--- src/rtl/mem_access_ctrl_pkg.sv ---
// Shared types and default sizing for the data-memory access controller.
package mem_access_ctrl_pkg;

    localparam int unsigned DataW    = 8;
    localparam int unsigned MemAw    = 6;
    localparam int unsigned ReqAw    = 8;
    localparam int unsigned MemDepth = 50;

    typedef enum logic [1:0] {
        StIdle,
        StIssue,
        StWait,
        StResp
    } state_e;

endpackage

--- src/rtl/mem_access_ctrl.sv ---
// Load/store sequencer in front of the 50x8 synchronous-read data memory.
// Out-of-range requests are answered with a fault and never strobe the memory.
module mem_access_ctrl
    import mem_access_ctrl_pkg::*;
#(
    parameter int unsigned DATA_W    = mem_access_ctrl_pkg::DataW,
    parameter int unsigned MEM_AW    = mem_access_ctrl_pkg::MemAw,
    parameter int unsigned REQ_AW    = mem_access_ctrl_pkg::ReqAw,
    parameter int unsigned MEM_DEPTH = mem_access_ctrl_pkg::MemDepth
) (
    input  logic              clk,
    input  logic              rst_n,
    input  logic              req_valid,
    output logic              req_ready,
    input  logic              req_write,
    input  logic [REQ_AW-1:0] req_addr,
    input  logic [DATA_W-1:0] req_wdata,
    output logic              resp_valid,
    input  logic              resp_ready,
    output logic [DATA_W-1:0] resp_rdata,
    output logic              resp_fault,
    output logic              mem_write,
    output logic              mem_read,
    output logic [MEM_AW-1:0] mem_address,
    output logic [DATA_W-1:0] mem_data_in,
    input  logic [DATA_W-1:0] mem_data_out
);

    // One extra bit so a depth equal to 2**REQ_AW cannot wrap to zero.
    localparam logic [REQ_AW:0] AddrLimit = (REQ_AW + 1)'(MEM_DEPTH);

    state_e              state_q, state_d;
    logic                write_q, write_d;
    logic                fault_q, fault_d;
    logic [MEM_AW-1:0]   addr_q,  addr_d;
    logic [DATA_W-1:0]   wdata_q, wdata_d;
    logic [DATA_W-1:0]   rdata_q, rdata_d;

    always_ff @(posedge clk or negedge rst_n) begin
        if (!rst_n) begin
            state_q <= StIdle;
            write_q <= 1'b0;
            fault_q <= 1'b0;
            addr_q  <= '0;
            wdata_q <= '0;
            rdata_q <= '0;
        end else begin
            state_q <= state_d;
            write_q <= write_d;
            fault_q <= fault_d;
            addr_q  <= addr_d;
            wdata_q <= wdata_d;
            rdata_q <= rdata_d;
        end
    end

    always_comb begin
        state_d     = state_q;
        write_d     = write_q;
        fault_d     = fault_q;
        addr_d      = addr_q;
        wdata_d     = wdata_q;
        rdata_d     = rdata_q;
        req_ready   = 1'b0;
        resp_valid  = 1'b0;
        mem_write   = 1'b0;
        mem_read    = 1'b0;
        mem_address = '0;
        mem_data_in = '0;

        unique case (state_q)
            StIdle: begin
                req_ready = 1'b1;
                if (req_valid) begin
                    write_d = req_write;
                    addr_d  = req_addr[MEM_AW-1:0];
                    wdata_d = req_wdata;
                    fault_d = ({1'b0, req_addr} >= AddrLimit);
                    rdata_d = '0;
                    state_d = StIssue;
                end
            end
            // Faults also pass through here, strobes suppressed, so they share store latency.
            StIssue: begin
                if (fault_q) begin
                    state_d = StResp;
                end else if (write_q) begin
                    mem_write   = 1'b1;
                    mem_address = addr_q;
                    mem_data_in = wdata_q;
                    state_d     = StResp;
                end else begin
                    mem_read    = 1'b1;
                    mem_address = addr_q;
                    state_d     = StWait;
                end
            end
            StWait: begin
                rdata_d = mem_data_out;
                state_d = StResp;
            end
            StResp: begin
                resp_valid = 1'b1;
                if (resp_ready) begin
                    state_d = StIdle;
                end
            end
            default: state_d = StIdle;
        endcase
    end

    assign resp_rdata = rdata_q;
    assign resp_fault = fault_q;

endmodule

--- config.mk ---
export PLATFORM = sky130hd
export DESIGN_NAME = mem_access_ctrl
export DESIGN_NICKNAME = d
export VERILOG_FILES = /design/src/rtl/mem_access_ctrl_pkg.sv /design/src/rtl/mem_access_ctrl.sv
export SDC_FILE = /design/constraint.sdc
export NUM_CORES = 1
export LEC_CHECK = 0
export CAP_MARGIN = 15
export CORE_AREA = 2 2 56 63
export CTS_CLUSTER_DIAMETER = 120
export DETAILED_ROUTE_END_ITERATION = 16
export DIE_AREA = 0 0 58 65
export PLACE_DENSITY = 0.84
export SYNTH_ARGS = -nofsm -noshare
export SYNTH_HDL_FRONTEND = slang
export SYNTH_SLANG_ARGS = --single-unit
export TNS_END_PERCENT = 10
--- constraint.sdc ---
create_clock -name clk -period 1.65 [get_ports clk]
set_input_delay 0.33 -clock clk [delete_from_list [all_inputs] [get_ports clk]]
set_output_delay 0.33 -clock clk [all_outputs]
set_load 0.01 [all_outputs]
Word level (Yosys, flattened, before mapping):

Cells that the tools add are included.

* equal/unequal tests: 5
* $lt $le $gt $ge: 1
* reduce and logical (&&, ||, !) cells: 5
* multiplexer cells: 20

Operators with widths (number)
* $mux W8: 4
* $pmux W8 S2: 1
* $mux W6: 2
* $mux W1: 10
* $ge A8 B6 Y1 const B: 1
* $pmux W2 S4: 1
* $reduce_and A2 Y1: 3
* $eq A2 B2 Y1 const B: 2
* $mux W2: 2
* $ne A2 B2 Y1 const B: 2
* $eq A2 B1 Y1 const B: 1
* $logic_not A2 Y1: 1
* $reduce_bool A2 Y1: 1

* input bits: 29
* bits in registers: 26
* output and inout bits: 27

Depth between registers and ports, before layout:

* depth in word-level cells: 3
* mapped depth: 6
* depth with buffers taken out: 5

Worst setup path after synthesis:

Ideal clock, no wire load.

* kind: register to output
* start point: reg state_q[1]
* end point: out mem_read
* arrival: 1312 ps
* path slack: 8 ps
* required time: 1320 ps
* stages on the path, launching flop included: 6
* cells stage by stage: dfrtp_1 > inv_1 > ha_1 > nor2b_1 > clkbuf_1 > nor2b_1

* cells in the longest elaborated chain, start to end: 2

RTL lines
* start, declared: RTL line mem_access_ctrl.sv:32 `state_e state_q, state_d;`
* start signal, assigned: RTL line mem_access_ctrl.sv:41 `state_q <= StIdle;`
* start signal, assigned: RTL line mem_access_ctrl.sv:48 `state_q <= state_d;`
* $eq A2 B1 Y1: RTL line mem_access_ctrl.sv:71 `unique case (state_q)`
* $mux W1: RTL line mem_access_ctrl.sv:71
* end, declared: RTL line mem_access_ctrl.sv:23 `output logic mem_read,`

Every way passes these cells.

Worst setup path in the final report:

Ends and elaborated chain as after synthesis.

==> metrics.cfg <==
[status]
status = finished with violations
violations = negative setup slack

[critical_path]
cp-startpoint = state_q[1]
r2r-start = state_q[0]
rrSetupSlack_ns = 0.05
path_class = flop to output pin
critPathArrivalTime_ns = 1.56
crit_path_max_incr_delay_ns = 0.41
worst-path-max-fanout = 8
cp-end-kind = output pin
critPathRequiredTime_ns = 1.32
slowest_stage = dfrtp_1
worstPathCellList = inv_2 -> ha_4 -> nor2b_4 -> buf_6 -> nor2b_2 -> buf_2
start_kind = flop

[synthesis]
ys_seq_elements = 26
synthTopCellsByArea = dfrtp_1 53%, mux2_4 11%, mux2_2 6.4%, a22o_1 5.7%, and3_1 4.1%
ys_types = 24
synth_top_area_share_pct = 53.1
yosysTopAreaCell = dfrtp_1
yosys_warnings = 0
synth_fp_nets = 124
netlist_instances = 91
synth_area_um2 = 1220
synth_area_per_cell_um2 = 13.5
seq_area_frac_synth_pct = 53.1

[clocking]
clk_transition_reported_paths_ns = 0.15
cts.path.max_buffers = 2
clock_sinks = 26
clockRootBuffer = clkbuf_4
clk_latency_ns = 0.32
cts_buffers = 3
cts_tree = yes
cts_hold_buf = 0
cts-htree-levels = 1

[global_route]
grt_antenna_before_repair = 0
grt_max_degree = 27
gr-usage-all-layers_pct = 17.3
grt_pass1_wl_um = 4830
grt_pass1_vias = 1007
grt.overflow.total = 0

[timing]
fin_crit_sh_pct = 114
fmax_ghz = 0.530
setup_ws_ns = -0.236
worst_slew_pin_slew_ns = 0.507
slew_headroom_pct = 65.8
hold_ws_ns = 0.353
hold_viol_final = 0
rsz0062_at_grt = true
skew_ns = 0.0108
setup_violations = 17
finalMaxSlewViolations = 0
min_period_ns = 1.89

[routing]
dr.pass1.iters = 4
drt_iter0_drc = 14
totalWireLength_um = 2960
antenna_left = 0
vias = 945
via_per_inst = 4.92
remaining_drc_errors = 0
wire_per_inst_um = 15.4

[finish]
finalNetCount = 190
fin_util_pct = 60.6
drive_above_1_share_pct = 39.7
most-common-layout-cells = 36 x clkdlybuf4s50_1, 26 x dfrtp_1, 12 x buf_2
diodes = 0
area_growth_pct = 57.9
final_common_cell = clkdlybuf4s50_1

[place]
routabilityCongestion = 0.692
portBuffers = 55
dpl.hpwl_um = 2040

[floorplan]
fp.coreArea_um2 = 3190
initial_core_util_pct = 38.4
die_y_um = 65
core.rowCount = 22
io_pins = 56
dieArea_um2 = 3770
die_w_um = 58

[power_and_ir_drop]
power.density_nw_per_um2 = 1610
switching_share_pct = 32.3
intPower_mw = 2.10
p_leak_nw = 0.919
max-vdd-ir-drop_uv = 847
power_frac_comb_pct = 48.6
p_seq_share_pct = 37.4
p_total_mw = 3.11
switchingPower_mw = 1.00
p_clk_share_pct = 14.0

[job]
maxCapViolCount = 0

[worst_hold_path]
hp-class = primary input to asynchronous set/reset pin

## cells in the mapped netlist (all sizes together)
cell type,number
a21oi,2
a22o,8
a31oi,1
and2,8
and3,8
buf,2
clkbuf,2
dfrtp,26
ha,4
inv,2
mux2,16
nand2,2
nand2b,2
nor2,1
nor2b,2
nor3,1
o21ai,2
o2bb2a,1
o311ai,1
## state kept, by name, summed over array words and instances, names as in the netlist
name,cells
addr_q,6
resp_rdata,8
resp_fault,1
state_q,2
write_q,1
wdata_q,8
## final timing paths
check                           cells after the start             to
worst max-delay path                                6       mem_read
worst min-delay path                                2  resp_rdata[0]
worst max register to register                      7     state_q[1]
worst min register to register                      1  resp_rdata[0]
max in group asynchronous                           2     resp_fault
min in group clk                                    1  resp_rdata[0]
## per-layer routing
metal	track usage, %	up-vias	share of wire [%]
li1	-	453	-
met1	21.3	437	43
met2	28.1	47	46
met3	4.19	8	8.4
met4	8.14	0	2.4
met5	0	-	0
## critical path, delay by kind of cell (launching register included)
family	cells	cell delay, ns
DFF	1	0.41
buffers and inverters	3	0.37
adders and majority gates	1	0.13
and+or+nand+nor	2	0.34
## cell type report
cell class	instances	area (um2)
fillers	252	1260
flip-flops and latches	26	651
multi-input cells	59	598
repair buffers	65	581
well taps	36	45.0
clock inverters	1	30.0
clock buffers	3	22.5
inverters	2	7.51
## metrics by stage
stage                     area [um2]  worst slack [ns]  std cells  setup TNS, ns
after floorplan                 1220           0.00835         91              0
after global placement          1840            -0.263        185          -3.78
after detailed placement        1840            -0.290        185          -4.18
after CTS                       1900            -0.188        192          -2.87
after global routing            1930            -0.311        192          -4.84
final                           1930            -0.236        192          -3.17
## power by group through the flow
stage               logic (mW)  clock network, mW  registers, mW
finish                    1.51              0.435           1.16
CTS                       1.49              0.445           1.16
global route              1.64              0.472           1.21
detailed placement        1.46                  0           1.13
floorplan                0.841                  0           1.13
global placement          1.39                  0           1.13
## cell families (layout without fill, tap and decap cells)
group	count (synthesis)	in the layout	synth area share, %
AOI/OAI and AO/OA	15	15	9.70
adders and majority gates	4	4	4.09
buffers and inverters	6	71	3.06
DFF	26	26	53.1
muxes	16	16	17.5
and+or+nand+nor	24	24	12.6
## timing repair
action | in CTS | in global routing
endpoints found under the setup margin | 19 | 35
pin swaps | 2 | 0
hold endpoints to repair | 0 | 0
resized for setup | 87 | 7
buffers inserted | 2 | 0
cloned | 1 | 0
No activity file was read; power rests on OpenSTA's default activity.
